===== src/rtl/cmp_share_arbiter_if.sv =====
// Request/response bundle between four requesters, one consumer and the
// shared comparator. The requester count is fixed at four.
interface cmp_share_arbiter_if #(
    parameter int W = 4
);
    localparam int N = 4;

    logic [N-1:0]   req_valid;
    logic [N*W-1:0] req_a;
    logic [N*W-1:0] req_b;
    logic [N-1:0]   req_ready;
    logic           resp_valid;
    logic           resp_ready;
    logic [1:0]     resp_id;
    logic           resp_gt;
    logic           resp_lt;
    logic           resp_eq;
    logic           busy;
    logic [7:0]     done_cnt;

    modport master (
        output req_valid, req_a, req_b, resp_ready,
        input  req_ready, resp_valid, resp_id, resp_gt, resp_lt, resp_eq,
               busy, done_cnt
    );

    modport slave (
        input  req_valid, req_a, req_b, resp_ready,
        output req_ready, resp_valid, resp_id, resp_gt, resp_lt, resp_eq,
               busy, done_cnt
    );
endinterface


===== src/rtl/cmp_share_arbiter.sv =====
// One unsigned magnitude comparator shared by four requesters under
// round-robin arbitration; one transaction in flight at a time.
module cmp_share_arbiter #(
    parameter int W = 4
) (
    input logic               clk,
    input logic               rst,
    cmp_share_arbiter_if.slave bus
);
    localparam int unsigned N = 4;

    typedef enum logic [1:0] {
        IDLE,
        CMP,
        RESP
    } state_t;

    state_t         state_q;
    logic [1:0]     rr_ptr_q;
    logic [1:0]     id_q;
    logic [W-1:0]   a_q;
    logic [W-1:0]   b_q;
    logic           gt_q;
    logic           lt_q;
    logic           eq_q;
    logic [7:0]     done_cnt_q;

    logic [1:0]     sel_d;
    logic [1:0]     idx_d;
    logic           found_d;
    logic [N-1:0]   ready_d;

    // First valid requester at or after rr_ptr, wrapping 3 -> 0.
    always_comb begin
        sel_d   = '0;
        idx_d   = '0;
        found_d = 1'b0;
        for (int unsigned k = 0; k < N; k++) begin
            idx_d = rr_ptr_q + 2'(k);
            if (!found_d && bus.req_valid[idx_d]) begin
                found_d = 1'b1;
                sel_d   = idx_d;
            end
        end
    end

    always_comb begin
        ready_d = '0;
        if (!rst && state_q == IDLE && found_d) begin
            ready_d[sel_d] = 1'b1;
        end
    end

    always_ff @(posedge clk) begin
        if (rst) begin
            state_q    <= IDLE;
            rr_ptr_q   <= '0;
            id_q       <= '0;
            a_q        <= '0;
            b_q        <= '0;
            gt_q       <= 1'b0;
            lt_q       <= 1'b0;
            eq_q       <= 1'b0;
            done_cnt_q <= '0;
        end else begin
            case (state_q)
                IDLE: begin
                    if (found_d) begin
                        a_q     <= bus.req_a[int'(sel_d)*W +: W];
                        b_q     <= bus.req_b[int'(sel_d)*W +: W];
                        id_q    <= sel_d;
                        state_q <= CMP;
                    end
                end
                CMP: begin
                    gt_q    <= (a_q > b_q);
                    lt_q    <= (a_q < b_q);
                    eq_q    <= (a_q == b_q);
                    state_q <= RESP;
                end
                RESP: begin
                    if (bus.resp_ready) begin
                        rr_ptr_q <= id_q + 2'd1;
                        if (done_cnt_q != '1) begin
                            done_cnt_q <= done_cnt_q + 8'd1;
                        end
                        state_q <= IDLE;
                    end
                end
                default: state_q <= IDLE;
            endcase
        end
    end

    // Status outputs are masked while rst is high, ahead of the reset edge.
    assign bus.req_ready  = ready_d;
    assign bus.resp_valid = !rst && (state_q == RESP);
    assign bus.busy       = !rst && (state_q != IDLE);
    assign bus.resp_id    = id_q;
    assign bus.resp_gt    = gt_q;
    assign bus.resp_lt    = lt_q;
    assign bus.resp_eq    = eq_q;
    assign bus.done_cnt   = done_cnt_q;
endmodule

===== src/flat_wrapper.sv =====
// flat-port wrapper written by rule: the top's interface ports become plain ports
module cmp_share_arbiter_flat 
#(
    parameter int W = 4
)
  (clk, rst, bus_req_valid, bus_req_a, bus_req_b, bus_resp_ready, bus_req_ready, bus_resp_valid, bus_resp_id, bus_resp_gt, bus_resp_lt, bus_resp_eq, bus_busy, bus_done_cnt);
  cmp_share_arbiter_if #(.W(W)) bus_i ();
  input logic clk;
  input logic rst;
  input wire logic [$bits(bus_i.req_valid)-1:0] bus_req_valid;
  input wire logic [$bits(bus_i.req_a)-1:0] bus_req_a;
  input wire logic [$bits(bus_i.req_b)-1:0] bus_req_b;
  input wire logic [$bits(bus_i.resp_ready)-1:0] bus_resp_ready;
  output wire logic [$bits(bus_i.req_ready)-1:0] bus_req_ready;
  output wire logic [$bits(bus_i.resp_valid)-1:0] bus_resp_valid;
  output wire logic [$bits(bus_i.resp_id)-1:0] bus_resp_id;
  output wire logic [$bits(bus_i.resp_gt)-1:0] bus_resp_gt;
  output wire logic [$bits(bus_i.resp_lt)-1:0] bus_resp_lt;
  output wire logic [$bits(bus_i.resp_eq)-1:0] bus_resp_eq;
  output wire logic [$bits(bus_i.busy)-1:0] bus_busy;
  output wire logic [$bits(bus_i.done_cnt)-1:0] bus_done_cnt;
  assign bus_i.req_valid = bus_req_valid;
  assign bus_i.req_a = bus_req_a;
  assign bus_i.req_b = bus_req_b;
  assign bus_i.resp_ready = bus_resp_ready;
  assign bus_req_ready = bus_i.req_ready;
  assign bus_resp_valid = bus_i.resp_valid;
  assign bus_resp_id = bus_i.resp_id;
  assign bus_resp_gt = bus_i.resp_gt;
  assign bus_resp_lt = bus_i.resp_lt;
  assign bus_resp_eq = bus_i.resp_eq;
  assign bus_busy = bus_i.busy;
  assign bus_done_cnt = bus_i.done_cnt;
  cmp_share_arbiter #(.W(W)) u_core (.clk(clk), .rst(rst), .bus(bus_i));
endmodule

===== config.mk =====
export PLATFORM = sky130hd
export DESIGN_NAME = cmp_share_arbiter_flat
export DESIGN_NICKNAME = d
export VERILOG_FILES = /design/src/rtl/cmp_share_arbiter_if.sv /design/src/rtl/cmp_share_arbiter.sv /design/src/flat_wrapper.sv
export SDC_FILE = /design/constraint.sdc
export NUM_CORES = 1
export LEC_CHECK = 0
export BUFFER_PORTS_ARGS = -buffer_cell sky130_fd_sc_hd__buf_2
export CAP_MARGIN = 20
export CELL_PAD_IN_SITES_DETAIL_PLACEMENT = 1
export CELL_PAD_IN_SITES_GLOBAL_PLACEMENT = 1
export CORE_MARGIN = 1
export CORE_UTILIZATION = 30
export CTS_BUF_LIST = sky130_fd_sc_hd__clkbuf_4
export CTS_CLUSTER_DIAMETER = 40
export DETAILED_ROUTE_END_ITERATION = 10
export PLACE_DENSITY_LB_ADDON = 0.1
export SLEW_MARGIN = 15
export SYNTH_ARGS = -nofsm -noshare
export SYNTH_HDL_FRONTEND = slang
export SYNTH_SLANG_ARGS = --single-unit

===== constraint.sdc =====
create_clock -name clk -period 1.6 [get_ports clk]
set_input_delay 0 -clock clk [delete_from_list [all_inputs] [get_ports clk]]
set_output_delay 0 -clock clk [all_outputs]
set_load 0.01 [all_outputs]

-- Word level (Yosys, flattened, before mapping)
Cells that the tools add are included.
- reduce and logical (&&, ||, !) cells: 18
- muxes and demuxes: 22
- add/subtract/negate cells: 5
- $lt $le $gt $ge: 8
- equality and inequality tests: 6
- shift-type cells: 2
- operators by type and width (operator ; number):
    $shiftx A16 B5 Y4 ; 2
    $lt A2 B3 Y1 const B ; 5
    $mux W2 ; 6
    $mux W1 ; 9
    $add A8 B1 Y8 const B ; 1
    $bmux W1 S2 ; 4
    $logic_and A1 B1 Y1 ; 8
    $ne A8 B8 Y1 const B ; 1
    $pmux W2 S3 ; 1
    $reduce_and A2 Y1 ; 3
    $add A2 B1 Y2 const B ; 2
    $add A2 B2 Y2 const B ; 2
    $eq A4 B4 Y1 ; 1
    $gt A4 B4 Y1 ; 1
    $logic_not A1 Y1 ; 4
    $lt A4 B4 Y1 ; 1
    $mux W4 ; 1
    $reduce_and A3 Y1 ; 1
    $demux W1 S2 ; 1
    $eq A2 B1 Y1 const B ; 1
    $eq A2 B2 Y1 const B ; 1
    $ge A2 B1 Y1 const B ; 1
    $logic_not A2 Y1 ; 1
    $ne A2 B1 Y1 const B ; 1
    2 further kinds ; 2
- bits of input ports: 39
- register bits after elaboration: 25
- output and inout port bits: 19
- word-level logic and storage cells: 70

-- Logic depth before layout (Yosys ltp)
- depth in word-level cells: 17
- gate-level depth with buffers: 7
- depth with buffers taken out: 7

-- Least setup slack after synthesis
Ideal clock, no wire load.
- path type: register -> register
- from: register u_core.b_q[1]
- to: register u_core.lt_q (netlist: u_core.bus.resp_lt)
- stages on the path, launching flop included: 8
- buffers on the path: 0
- arrival time: 1.354 ns
- data required time: 1.534 ns
- setup time: 0.066 ns
- setup slack: 0.180 ns
- clock period less this slack: 1.420 ns
- cell sequence: dfxtp_1 inv_1 ha_1 nor2b_1 o21a_1 o21a_1 o31ai_1 nor2b_1
- cells in the longest elaborated chain, start to end: 1
- RTL lines (what ; line ; text):
    start: declaration ; cmp_share_arbiter.sv:22 ; logic [W-1:0] b_q;
    start signal: assignment ; cmp_share_arbiter.sv:70 ; b_q <= bus.req_b[int'(sel_d)*W +: W];
    $lt A4 B4 Y1 ; cmp_share_arbiter.sv:77 ; lt_q <= (a_q < b_q);
    end signal: assignment ; cmp_share_arbiter.sv:77 ;
    end: declaration ; cmp_share_arbiter.sv:24 ; logic lt_q;
No other way between the ends.
A chain may end at the register's enable or synchronous reset.

-- Final worst setup path
- from: register u_core.rr_ptr_q[0]
- to: output bus_req_ready[3]
- cells in the longest elaborated chain, start to end: 17
- elaborated cells between the ends (all ways): 32
- classes of those cells: add/sub: 3; order compare: 2; mux: 19; reduce/logical: 8
- RTL lines (what ; line ; text):
    start: declaration ; cmp_share_arbiter.sv:19 ; logic [1:0] rr_ptr_q;
    start signal: assignment ; cmp_share_arbiter.sv:83 ; rr_ptr_q <= id_q + 2'd1;
    parallel branches: the longest is 16 deep, another holds $lt A2 B3 Y1 ; - ;
    $mux W4 * ; cmp_share_arbiter.sv:49 ; if (!rst && state_q == IDLE && found_d) begin
    end: declaration ; flat_wrapper.sv:14 ; output wire logic [$bits(bus_i.req_ready)-1:0] bus_req_ready;
Every way passes the cells marked *. The select of a mux whose other input is x is not followed.

==> results.txt <==
Overflow left after global routing: 0. The number of antenna violations at the first check in global routing came out at 0. The shortest period the worst path allows came out at 1.58 ns. The all-layer global routing usage was 0.183; the met2 usage was 0.339. From bottom edge to top edge, the die measures 69.9 um. Initial standard-cell utilization of the core: 0.315.

The count of pins over their slew limit came out at 0. The logs give 0.000391 ns for the hold slack and 0 for the final-report setup violation count. After technology mapping, the gate count stands at 154. The final weighted congestion in routability-driven placement was 0.764. Detailed placement finished with a half-perimeter wire length of 2.84 mm. Dividing the detail-routed via count by the number of cells gives 5.00. The average instance area after synthesis works out to 8.97 um^2.

The layout cell share with drive strength beyond 1 works out to 0.381. The flow ran to the end, and the final reports show no timing, DRC or antenna violations. The H-tree depth is 1.

The area share of xor/xnor cells in the synthesized design is 0.0444, and the total clock buffers created by CTS is 3. Leaving out fill and tap cells, the most frequent cell in the layout is buf_2. The Yosys step of the flow raised 0 warnings.

The clock arrives with 0.00983 ns of skew. Path type of the worst setup path: register to primary output. The share of synthesized area spent on multiplexers is 0.123. Setup repair after global routing could not meet its margin everywhere. The synthesis-stage register bit count works out to 25. The tools report the met1 routing resource usage after global routing as 0.210. The tree is rooted in a clkbuf_4.

For the worst setup path, the data arrival time is 1.58 ns. Entering global routing, the biggest net connects 21 pins. The slew at the pin closest to its max-slew limit works out to 0.586 ns. The kind of launch point of the worst setup path was a register.

For the count of fill cells added during filler insertion, the log shows 539. After global routing, the most crowded layer is met2. The tool flagged a number of max-cap violations equal to 0.

Final critical-path share of the clock period: 0.990. The logs give 4380 um^2 for the area of the core region and 3 for the number of detailed-route iterations in the first pass. Relative to the synthesized area, the layout overhead comes to 54.0%. For the final setup TNS, the log shows 0 ns. Once placement finished, the instance area stood at 1700 um^2. In this run the worst hold path is classified as primary input to register.

The run gives 0 as the count of endpoints failing hold in the final timing report. Clock tree synthesis found a total of 25 sinks. Summed over all cells, the static leakage comes to 0.923 nW. For the register area share after synthesis, the log shows 0.362. Post-synthesis instance area: 1380 um^2. The row count came out at 24.

The detailed router finished its first iteration with 41 violations. TritonCTS built the clock tree. The die footprint is 4880 um^2, and the critical path required time is 1.60 ns. The fraction of the mapped netlist area in compound gates came out at 0.175. The maximum operating frequency is 631 MHz, and the maximum net fanout on the critical path is 3.

58 I/O pins were placed. The post-synthesis share of cell area spent on full adders, half adders and majority gates is 0.0453. Across the VDD grid, the largest voltage drop is 0.374 mV. The combinational family with the most area after synthesis is simple AND/OR/NAND/NOR gates. The basic-gate share of the synthesized area counting and, or, nand and nor cells works out to 0.198.

In this run the power density over the cells is 720 nW/um^2. The number of antenna diodes in the final layout is 0. In this run the remaining antenna-violating nets after routing total 0.

The run gives 2130 um^2 as the cell area after layout. For the worst-skew pair, the clock arrives at the later sink with an insertion delay of 0.33 ns. The buffer levels on the longest clock path is 2.

The met3 routing resource usage after global routing was 0.0317. The headroom to the max-slew limit came out at 0.609. The wire length of the first global-routing pass was 7.16 mm.

In the final design database the tool counted 289 nets. The tools report the number of global-route vias before repair as 1572. DRC violation count after routing: 0.

The net count of the mapped netlist was 198; the port buffer count was 57. The synthesized netlist contains 37 unique library cells. The kind of end point of the critical path was a primary output. The total number of vias is 1479. The clock input transition at the sequential cells of the worst setup and hold paths is 0.14 ns, and the total detailed-routing wirelength is 4.36 mm. The floorplan step set the die width to 69.9 um. In the final routed layout, each cell accounts on average for 14.7 um.

The top cell types in the final layout, fill and taps aside, are buf_2 (57), dlygate4sd3_1 (25), dfxtp_1 (19).
==> cells by family after synthesis <==
group	count (synthesis)
xor+xnor	7
compound gates	30
simple gates	56
mux	17
fa+ha+maj	5
flops	25
buf+inv	14
==> Yosys cell counts, drive strengths merged <==
library cell   n  area (um^2)
o221ai         8         70.1
a21oi          6         33.8
o31ai          1         7.51
a22oi          1         7.51
o211ai         1         7.51
a41oi          1         8.76
nand3          2         10.0
or3b           1         8.76
clkbuf         2         7.51
dfxtp         25          500
or3            1         6.26
mux2i         17          170
nor3b          1         7.51
inv            7         26.3
buf            5         37.5
nor2b          5         31.3
xnor2          6         52.6
a211oi         3         22.5
o21a           4         30.0
and3b          1         8.76
nor2          19         71.3
nand4          1         6.26
xor2           1         8.76
o21ai          3         15.0
and2b          1         10.0
ha             5         62.6
and3           1         6.26
nand2b         4         27.5
nor3           3         20.0
o41ai          1         16.3
o32a           1         22.5
nand2         16         60.1
==> per-stage QoR <==
stage	total power, W	utilization	std cells	worst slack [ns]
2_1_floorplan	0.000983	-	154	0.180
3_3_place_gp	0.00111	0.388	258	0.0725
3_5_place_dp	0.00112	0.388	258	0.0506
4_1_cts	0.00150	0.464	290	0.00357
5_1_grt	0.00163	0.485	296	-0.0650
6_report	0.00153	0.485	296	0.0156
==> worst paths after layout <==
path | from | to | slack [ns] | depth (start not counted)
max | u_core.rr_ptr_q[0] | bus_req_ready[3] | 0.02 | 6
min | bus_req_b[10] | u_core.b_q[2] | 0.0004 | 3
max reg2reg | u_core.rr_ptr_q[0] | u_core.b_q[3] | 0.05 | 5
min reg2reg | u_core.b_q[1] | u_core.b_q[1] | 0.48 | 2
==> critical path: stages (launching register included) <==
cell	delay (ns)
dfxtp_2	0.38
nor2b_4	0.05
o21a_1	0.21
nor3_4	0.23
nand2_2	0.10
nor2_1	0.13
buf_2	0.15
==> power breakdown <==
group | switching, W | internal [W]
Combinational | 0.000229 | 0.000273
Sequential | 0.0000428 | 0.000678
Clock | 0.000214 | 0.0000958
==> flip-flops by register name, indices dropped and copies added, names as in the netlist <==
register	flops
u_core.a_q	4
u_core.b_q	4
u_core.bus.done_cnt	8
u_core.bus.resp_eq	1
u_core.bus.resp_gt	1
u_core.bus.resp_id	2
u_core.bus.resp_lt	1
u_core.rr_ptr_q	2
u_core.state_q	2
==> final cells by class <==
type | instances | area, um^2 | area share
clock inverters | 1 | 7.51 | 0.00353
well taps | 52 | 65.1 | 0.0306
flip-flops and latches | 25 | 513 | 0.241
clock buffers | 3 | 22.5 | 0.0106
inverters | 7 | 26.3 | 0.0124
multi-input cells | 116 | 882 | 0.415
repair buffers | 92 | 611 | 0.287
==> layer usage <==
layer,wire length [um],vias to the layer above
li1,-,732
met1,1830,701
met2,2270,40
met3,204,6
met4,55,0
met5,0,-
==> what timing repair did <==
action                                  CTS  global route
endpoints found under the setup margin    4            14
buffers inserted                          2             6
pin swaps                                 3             2
endpoints found under the hold margin     8             0
hold buffers                             25             0
cloned                                    1             0
gates resized for setup                   9            12
(Power assumes the default switching activity.)
